$ cat src/rtl/pong_ball_ctrl.sv
// Pong ball controller: per-frame ball motion, paddle and wall bounces,
// scoring, serve delay and the game-over / restart sequence.
module pong_ball_ctrl #(
  parameter int h_video       = 640,
  parameter int v_video       = 480,
  parameter int square_width  = 16,
  parameter int paddle_width  = 12,
  parameter int paddle_height = 96,
  parameter int speed_x       = 4,
  parameter int speed_y       = 2,
  parameter int win_score     = 9,
  parameter int serve_delay   = 60
) (
  input  logic       clk_0,
  input  logic       rst,
  input  logic       frame_tick,
  input  logic       serve,
  input  logic [9:0] paddle1_xpos,
  input  logic [9:0] paddle1_ypos,
  input  logic [9:0] paddle2_xpos,
  input  logic [9:0] paddle2_ypos,
  output logic [9:0] square_xpos,
  output logic [9:0] square_ypos,
  output logic [3:0] score1,
  output logic [3:0] score2,
  output logic       point_p1,
  output logic       point_p2,
  output logic [1:0] game_state
);

  localparam int               CNT_W    = ($clog2(serve_delay) > 6) ? $clog2(serve_delay) : 6;
  localparam logic [11:0]      X_MAX    = 12'(h_video - 1 - square_width);
  localparam logic [11:0]      Y_MAX    = 12'(v_video - 1 - square_width);
  localparam logic [9:0]       X_CTR    = 10'((h_video - square_width) / 2);
  localparam logic [9:0]       Y_CTR    = 10'((v_video - square_width) / 2);
  localparam logic [11:0]      SQ_W     = 12'(square_width);
  localparam logic [11:0]      SPD_X    = 12'(speed_x);
  localparam logic [11:0]      SPD_Y    = 12'(speed_y);
  localparam logic [3:0]       WIN      = 4'(win_score);
  localparam logic [CNT_W-1:0] CNT_LAST = CNT_W'(serve_delay - 1);

  typedef enum logic [1:0] {
    ST_IDLE   = 2'b00,
    ST_PLAY   = 2'b01,
    ST_SCORED = 2'b10,
    ST_OVER   = 2'b11
  } state_e;

  state_e           state_q, state_d;
  logic [9:0]       x_q, x_d, y_q, y_d;
  logic             dir_x_q, dir_x_d, dir_y_q, dir_y_d;
  logic [CNT_W-1:0] cnt_q, cnt_d;
  logic [3:0]       score1_q, score1_d, score2_q, score2_d;
  logic             point_p1_q, point_p1_d, point_p2_q, point_p2_d;

  // Edge geometry is evaluated in 12 bits so sums near the right/bottom edge cannot wrap.
  logic [11:0] x_w, y_w, p1r_w, p2x_w, bre_w;
  logic        hit_l, hit_r;

  function automatic logic v_overlap(input logic [11:0] ball_y, input logic [9:0] pad_y);
    logic [11:0] pad_w;
    pad_w = {2'b00, pad_y};
    return (ball_y + SQ_W >= pad_w) && (ball_y <= pad_w + 12'(paddle_height));
  endfunction

  assign x_w   = {2'b00, x_q};
  assign y_w   = {2'b00, y_q};
  assign p1r_w = {2'b00, paddle1_xpos} + 12'(paddle_width);
  assign p2x_w = {2'b00, paddle2_xpos};
  assign bre_w = x_w + SQ_W;
  assign hit_l = (x_w > p1r_w) && (x_w <= p1r_w + SPD_X) && v_overlap(y_w, paddle1_ypos);
  assign hit_r = (bre_w < p2x_w) && (bre_w + SPD_X >= p2x_w) && v_overlap(y_w, paddle2_ypos);

  logic goal_p1, goal_p2;

  always_comb begin
    // NOTE: every variable gets a default before the case so no path can infer a latch.
    state_d    = state_q;
    x_d        = x_q;
    y_d        = y_q;
    dir_x_d    = dir_x_q;
    dir_y_d    = dir_y_q;
    cnt_d      = cnt_q;
    score1_d   = score1_q;
    score2_d   = score2_q;
    point_p1_d = 1'b0;
    point_p2_d = 1'b0;
    goal_p1    = 1'b0;
    goal_p2    = 1'b0;

    case (state_q)
      ST_IDLE: begin
        x_d = X_CTR;
        y_d = Y_CTR;
        if (serve) state_d = ST_PLAY;
      end

      ST_PLAY: begin
        if (frame_tick) begin
          if (dir_y_q) begin
            if (y_w + SPD_Y >= Y_MAX) begin
              y_d     = Y_MAX[9:0];
              dir_y_d = 1'b0;
            end else begin
              y_d = y_q + SPD_Y[9:0];
            end
          end else if (y_w <= SPD_Y) begin
            y_d     = 10'd0;
            dir_y_d = 1'b1;
          end else begin
            y_d = y_q - SPD_Y[9:0];
          end

          if (!dir_x_q) begin
            if (hit_l) begin
              x_d     = p1r_w[9:0] + 10'd1;
              dir_x_d = 1'b1;
            end else if (x_w < SPD_X) begin
              goal_p2 = 1'b1;
            end else begin
              x_d = x_q - SPD_X[9:0];
            end
          end else begin
            if (hit_r) begin
              x_d     = paddle2_xpos - 10'(square_width + 1);
              dir_x_d = 1'b0;
            end else if (x_w + SPD_X > X_MAX) begin
              goal_p1 = 1'b1;
            end else begin
              x_d = x_q + SPD_X[9:0];
            end
          end

          // A point overrides the position; the re-serve heads toward the player who conceded.
          if (goal_p1 || goal_p2) begin
            x_d     = X_CTR;
            y_d     = Y_CTR;
            cnt_d   = '0;
            dir_x_d = goal_p1;
            if (goal_p1) begin
              score1_d   = (score1_q < WIN) ? score1_q + 4'd1 : score1_q;
              point_p1_d = 1'b1;
              state_d    = (score1_d == WIN) ? ST_OVER : ST_SCORED;
            end else begin
              score2_d   = (score2_q < WIN) ? score2_q + 4'd1 : score2_q;
              point_p2_d = 1'b1;
              state_d    = (score2_d == WIN) ? ST_OVER : ST_SCORED;
            end
          end
        end
      end

      ST_SCORED: begin
        x_d = X_CTR;
        y_d = Y_CTR;
        if (frame_tick) begin
          if (cnt_q == CNT_LAST) state_d = ST_PLAY;
          else                   cnt_d   = cnt_q + 1'b1;
        end
      end

      ST_OVER: begin
        x_d = X_CTR;
        y_d = Y_CTR;
        if (serve) begin
          score1_d = 4'd0;
          score2_d = 4'd0;
          state_d  = ST_IDLE;
        end
      end
    endcase
  end

  // NOTE: sequential state uses non-blocking assignments so all flops update together.
  always_ff @(posedge clk_0 or posedge rst) begin
    if (rst) begin
      state_q    <= ST_IDLE;
      x_q        <= X_CTR;
      y_q        <= Y_CTR;
      dir_x_q    <= 1'b1;
      dir_y_q    <= 1'b1;
      cnt_q      <= '0;
      score1_q   <= 4'd0;
      score2_q   <= 4'd0;
      point_p1_q <= 1'b0;
      point_p2_q <= 1'b0;
    end else begin
      state_q    <= state_d;
      x_q        <= x_d;
      y_q        <= y_d;
      dir_x_q    <= dir_x_d;
      dir_y_q    <= dir_y_d;
      cnt_q      <= cnt_d;
      score1_q   <= score1_d;
      score2_q   <= score2_d;
      point_p1_q <= point_p1_d;
      point_p2_q <= point_p2_d;
    end
  end

  assign square_xpos = x_q;
  assign square_ypos = y_q;
  assign score1      = score1_q;
  assign score2      = score2_q;
  assign point_p1    = point_p1_q;
  assign point_p2    = point_p2_q;
  assign game_state  = state_q;

endmodule

$ cat config.mk
export PLATFORM = sky130hd
export DESIGN_NAME = pong_ball_ctrl
export DESIGN_NICKNAME = d
export VERILOG_FILES = /design/src/rtl/pong_ball_ctrl.sv
export SDC_FILE = /design/constraint.sdc
export NUM_CORES = 1
export LEC_CHECK = 0
export ABC_AREA = 0
export CAP_MARGIN = 20
export CORE_ASPECT_RATIO = 0.8
export CORE_MARGIN = 2
export CORE_UTILIZATION = 25
export DETAILED_ROUTE_END_ITERATION = 10
export DONT_BUFFER_PORTS = 1
export HOLD_SLACK_MARGIN = 0.15
export PLACE_DENSITY = 0.4
export SLEW_MARGIN = 20
export SYNTH_ARGS = -nofsm -noshare
export SYNTH_HDL_FRONTEND = slang
export SYNTH_SLANG_ARGS = --single-unit
$ cat constraint.sdc
create_clock -name clk_0 -period 8.9 [get_ports clk_0]
set_clock_uncertainty 0.05 [all_clocks]
set_input_delay 1.335 -clock clk_0 [delete_from_list [all_inputs] [get_ports clk_0]]
set_output_delay 1.335 -clock clk_0 [all_outputs]
set_load 0.05 [all_outputs]
---- Word-level counts from Yosys, hierarchy flattened ----
Cells that the tools add are included.
word-level totals
  output and inout bits ................... 32
  input bits .............................. 44
  register bits after elaboration ......... 40
  word-level logic and storage cells ...... 141
operators by class
  equal/unequal tests ..................... 17
  order comparisons ....................... 14
  muxes and demuxes ....................... 65
  add/subtract/negate cells ............... 18
  reductions and logical operators ........ 17
operator list
  kind                                                                                  count
  10-bit 2-to-1 mux                                                                     12
  10-bit one-hot mux with 2 select lines                                                2
  4-bit 2-to-1 mux                                                                      9
  1-bit 2-to-1 mux                                                                      28
  11-bit by 3-bit adder with 12-bit output, second input constant                       2
  12-bit by 10-bit greater-or-equal comparator with 1-bit output                        2
  6-bit 2-to-1 mux                                                                      4
  10-bit by 5-bit adder with 11-bit output, second input constant                       2
  10-bit by 7-bit adder with 11-bit output, second input constant                       2
  10-bit by 11-bit less-or-equal comparator with 1-bit output                           2
  2-bit inequality test, second input constant                                          9
  4-bit one-hot mux with 2 select lines                                                 2
  5-bit AND reduction                                                                   3
  10-bit by 12-bit less-or-equal comparator with 1-bit output                           1
  2-bit 2-to-1 mux                                                                      6
  6-bit one-hot mux with 2 select lines                                                 1
  10-bit by 2-bit adder with 11-bit output, second input constant                       1
  10-bit by 3-bit adder with 11-bit output, second input constant                       1
  10-bit by 4-bit adder with 11-bit output, second input constant                       1
  11-bit by 10-bit greater-or-equal comparator with 1-bit output                        1
  11-bit by 9-bit greater-or-equal comparator with 1-bit output, second input constant  1
  10-bit by 11-bit greater-than comparator with 1-bit output                            1
  11-bit by 10-bit greater-than comparator with 1-bit output, second input constant     1
  11-bit by 10-bit < comparator with 1-bit output                                       1
  other kinds (25)                                                                      36

---- Longest topological paths before layout ----
  depth after elaboration ................. 13
  depth in mapped cells ................... 20
  gate-level depth less buffers ........... 17

---- Worst setup path after synthesis ----
No wires, ideal clock.
  kind .................................... input port to flip-flop
  from .................................... input paddle1_xpos[2]
  to ...................................... register score2_q[0], in the netlist score2[0]
  buffers on the path ..................... 2
  arrival time ............................ 4.694 ns
  stages on the path ...................... 16
  data required time ...................... 8.729 ns
  setup slack ............................. 4.035 ns
  setup time .............................. 0.121 ns
  path through ............................ buf_4 inv_1 ha_1 nor4bb_1 o21ai_1 a2111oi_0 xor2_1 ha_1 nand4_1 nor2b_1 o31ai_1 o311a_1 buf_6 o211ai_4 a221o_1 a22o_1
between the ends
  cells in the longest elaborated chain, start to end .. 12
  elaborated cells between the ends (all ways) .. 13
  classes of those cells .................. 2 x add/sub; 2 x order compare; 1 x eq/ne; 4 x mux; 4 x reduce/logical
RTL lines
  item                                                         line  text
  start: declaration                                           18    input logic [9:0] paddle1_xpos,
  10-bit by 4-bit adder with 11-bit output (*)                 68    assign p1r_w = {2'b00, paddle1_xpos} + 12'(paddle_width);
  11-bit by 3-bit adder with 12-bit output                     71    assign hit_l = (x_w > p1r_w) && (x_w <= p1r_w + SPD_X) && v_overlap(y_w, paddle1_ypos);
  10-bit by 12-bit less-or-equal comparator with 1-bit output  71
  1-bit logical AND (*) (2 in series)                          71
  1-bit 2-to-1 mux (*)                                         115   if (hit_l) begin
  1-bit 2-to-1 mux (*)                                         114   if (!dir_x_q) begin
  1-bit 2-to-1 mux (*)                                         99    if (frame_tick) begin
  1-bit 2-to-1 mux (*)                                         91    case (state_q)
  1-bit logical OR (*)                                         135   if (goal_p1 || goal_p2) begin
  2-bit inequality test (no source line) (*)                   -
  5-bit AND reduction (no source line) (*)                     -
  end signal: assignment                                       195   score2_q <= score2_d;
  end: declaration                                             53    logic [3:0] score1_q, score1_d, score2_q, score2_d;
Mark *: on every way between the ends. The rest lies on a longest branch, timed or not. The select of a mux whose other input is x is not followed.
A chain may end at the register's enable or synchronous reset.

---- Worst setup path after layout ----
  from .................................... input paddle1_xpos[2]
  to ...................................... register cnt_q[1]
between the ends
  cells in the longest elaborated chain, start to end .. 12
  elaborated cells between the ends (all ways) .. 13
  classes of those cells .................. 2 x add/sub; 2 x order compare; 1 x eq/ne; 4 x mux; 4 x reduce/logical
RTL lines
  item                                                         line  text
  10-bit by 4-bit adder with 11-bit output (*)                 68
  11-bit by 3-bit adder with 12-bit output                     71
  10-bit by 12-bit less-or-equal comparator with 1-bit output  71
  1-bit logical AND (*) (2 in series)                          71
  1-bit 2-to-1 mux (*)                                         115
  1-bit 2-to-1 mux (*)                                         114
  1-bit 2-to-1 mux (*)                                         99
  1-bit 2-to-1 mux (*)                                         91
  1-bit logical OR (*)                                         135
  2-bit inequality test (no source line) (*)                   -
  5-bit AND reduction (no source line) (*)                     -
  end signal: assignment                                       193   cnt_q <= cnt_d;
  end: declaration                                             52    logic [CNT_W-1:0] cnt_q, cnt_d;
Marked as above.

==> results.txt <==
Clock Latency Late Sink: 0.28 ns
Total Routed Length: 18.8 mm
Grt ovf: 0
Worst Max-Slew Pin Slew: 1.02 ns
H-tree levels: 2
Vias/cell: 5.27
Final ANT Viol Nets: 0
Die ar.: 24300 sq um
CP Capture Type: flop
Die W: 174 microns
CP max stage cell: a2111oi_0
Mapped Area: 5770 sq um
CTS tree: done
Starting Density: 25.6%
CP Launch Type: input pin
Num ports: 76
Area grow syn2layout: 7.74%
Fin worst setup slack: 3.71 ns
N_diodes: 0
Port Buffer Count: 0
RD Place Congestion: 0.849
Outcome: completed
Reg area: 1010 sq um
Main synth FF type: dfrtp_1
Worst relative slew slack: 32.1%
Yosys warning count: 0
Critical Setup Path Class: input pin to flop
Nets: 850
Finished Layout Cells: 1023
Via count: 5394
Vias in the first global route: 5394
Final setup fails: 0
WL/cell: 18.4 microns
Sink Count: 40
RSZ-0062 raised after global routing: false
CP Data Arrival Time: 5.29 ns
CP peak stage delay: 0.60 ns
First-pass GRT wire length: 30.3 mm
Syn_nets: 867
Fmax: 193 MHz
Dpl ws: 3.51 ns
# resized after CTS: 0
Post-synthesis sequential area ratio: 17.6%
Reg clk slew, reported paths: 0.05 ns
Pwr Density: 304 nW/um^2
Largest net degree at the start of global routing: 41
HP Class: flop to flop
Total Routing Usage GR: 15.4%
DPL Wire Length: 14.8 mm
MaxCap Viol Count: 0
Std-Cell Rows: 49
P_leak: 2.59 nW
Setup TNS: 0 ns
Area of the multi-input gates: 4370 sq um
Library cells used by synthesis: 83
Placeable Area: 22600 sq um
Synth Instances: 733
Root Driver: clkbuf_16
Hold_buf cts: 0
Worst VDD drop: 0.0935 mV
Final Cycle Share: 58.3%
CP required: 9.00 ns
1st-iter DRT viols: 318
Clock Tree Buf Depth: 2
Final Max Tran Viols: 0
Layout cells sized above 1: 5.86%
Synthesis-stage register bit count: 40
Post-synth EDFFs: 0
Dpl cells: 1015
Cts bufs inserted: 5
Number of setup buffers added after CTS: 0
Initial antenna violation count: 0
Post-Syn Area per Cell: 7.88 sq um
Drt pass-1 iters: 5
Critical path cell sequence: inv_1, ha_1, nor4bb_1, o21ai_1, a2111oi_0, xor2_1, ha_1, nand4_1, nor2b_1, o31ai_1, o311a_1, o211ai_4, a21oi_2, mux2_1
CP max FO: 17
Async S/R FF share, synth: 100%
Layout fillers: 2504
Final hold violations: 0
DRC errors left: 0
Crit path time final: 5.19 ns
Most frequent CP cell: ha_1
Die Ht: 140 microns
==> power breakdown <==
part / switching, mW / internal (mW) / total (mW)
Clock: 0.0710 / 0.112 / 0.183
Sequential: 0.268 / 0.251 / 0.519
Combinational: 0.723 / 0.466 / 1.19
==> through the flow <==
step / util, % / total power [mW] / cell area, sq um / hold WS, ns
after floorplan: - / 1.38 / 5770 / 0.417
after global placement: 26.9 / 1.69 / 6070 / 0.450
after detailed placement: 26.9 / 1.70 / 6070 / 0.445
after CTS: 27.6 / 1.90 / 6220 / 0.454
after global routing: 27.6 / 2.07 / 6220 / 0.486
final: 27.6 / 1.89 / 6220 / 0.449
==> area by class of cell <==
| cell class | count | area share (%) |
|---|---|---|
| multi-input combinational | 596 | 70.3 |
| sequential | 40 | 16.3 |
| inverter | 65 | 3.92 |
| timing repair buffer | 8 | 0.966 |
| clock buffer | 8 | 2.35 |
| tap | 306 | 6.16 |
==> state kept, by name, indices dropped and copies added (netlist names) <==
| name | count |
|---|---|
| score1 | 4 |
| square_ypos | 10 |
| point_p1 | 1 |
| dir_x_q | 1 |
| dir_y_q | 1 |
| cnt_q | 6 |
| game_state | 2 |
| score2 | 4 |
| point_p2 | 1 |
| square_xpos | 10 |
==> worst paths after layout <==
| path | startpoint | endpoint | slack [ns] | cells after the start |
|---|---|---|---|---|
| max reg2reg | square_xpos[3]$_DFFE_PP1P_ | cnt_q[1]$_DFFE_PP0P_ | 3.98 | 13 |
| min | cnt_q[0]$_DFFE_PP0P_ | cnt_q[0]$_DFFE_PP0P_ | 0.45 | 1 |
| max | paddle1_xpos[2] | cnt_q[1]$_DFFE_PP0P_ | 3.71 | 14 |
| max in group asynchronous | rst | square_ypos[5]$_DFFE_PP1N_ | 7.37 | 2 |
| min reg2reg | cnt_q[0]$_DFFE_PP0P_ | cnt_q[0]$_DFFE_PP0P_ | 0.45 | 1 |
| min in group asynchronous | rst | square_xpos[9]$_DFFE_PP0P_ | 1.03 | 2 |
==> cell families (layout without fill, tap and decap cells) <==
group	after synthesis	after routing	synth area share, %
buffers and inverters	97	81	6.78
adders and majority gates	90	90	19.5
xor gates and xnor gates	64	64	9.97
muxes	8	8	1.45
DFF	40	40	17.6
AOI/OAI and AO/OA	195	195	24.4
and+or+nand+nor	239	239	20.3
==> routing by layer <==
| layer | global-route usage (%) | vias to the layer above | wire, microns |
|---|---|---|---|
| met5 | 0 | - | 0 |
| met4 | 2.21 | 0 | 189 |
| met3 | 3.23 | 14 | 1140 |
| met2 | 23.9 | 144 | 8180 |
| met1 | 22.2 | 2556 | 9270 |
| li1 | - | 2680 | - |
==> critical path: cells and delay by family <==
family	cells	cell delay [ns]
AOI/OAI and AO/OA	6	2.15
xor gates and xnor gates	1	0.14
adders and majority gates	2	0.59
buffers and inverters	1	0.09
muxes	1	0.35
and+or+nand+nor	3	0.62
==> Yosys cell counts, drive strengths merged (6+ instances only) <==
cell type	instances	area share (%)
a211oi	11	1.7
a21o	9	1.2
a21oi	44	3.9
a31oi	13	1.4
and3	6	0.65
buf	13	1.3
clkbuf	19	1.3
dfrtp	30	13
dfstp	10	4.6
ha	90	20
inv	64	4.2
nand2	64	4.2
nand2b	8	0.87
nand3	38	3.3
nand4	13	1.4
nor2	45	2.9
nor2b	9	0.98
nor3	29	2.5
o211ai	14	2.1
o21a	6	0.78
o21ai	26	2.3
o22ai	6	0.65
o31ai	12	1.6
xnor2	46	7.1
xor2	18	2.9
==> cell usage in the layout, fill, tap and decap left out, types with 4 or more instances in the layout <==
cell / n
a22o_1: 4
nand2b_1: 8
a21o_1: 9
a2111oi_0: 4
o21a_1: 6
o211ai_1: 13
ha_1: 90
nand4_1: 13
xor2_1: 17
nand3b_1: 5
nor4_1: 5
nor2b_1: 9
o31ai_1: 11
a21oi_1: 42
nand3_1: 38
nor2_1: 45
a211oi_1: 9
o2111ai_1: 4
buf_4: 8
a31oi_1: 13
o21ai_0: 18
o21ai_1: 7
mux2i_1: 5
or3_1: 4
dfrtp_1: 30
and3_1: 6
clkbuf_16: 5
nand2_1: 64
nor3_1: 29
dfstp_2: 10
inv_1: 62
xnor2_1: 45
o22ai_1: 6
Note: power is estimated with default switching activity, not from simulation.
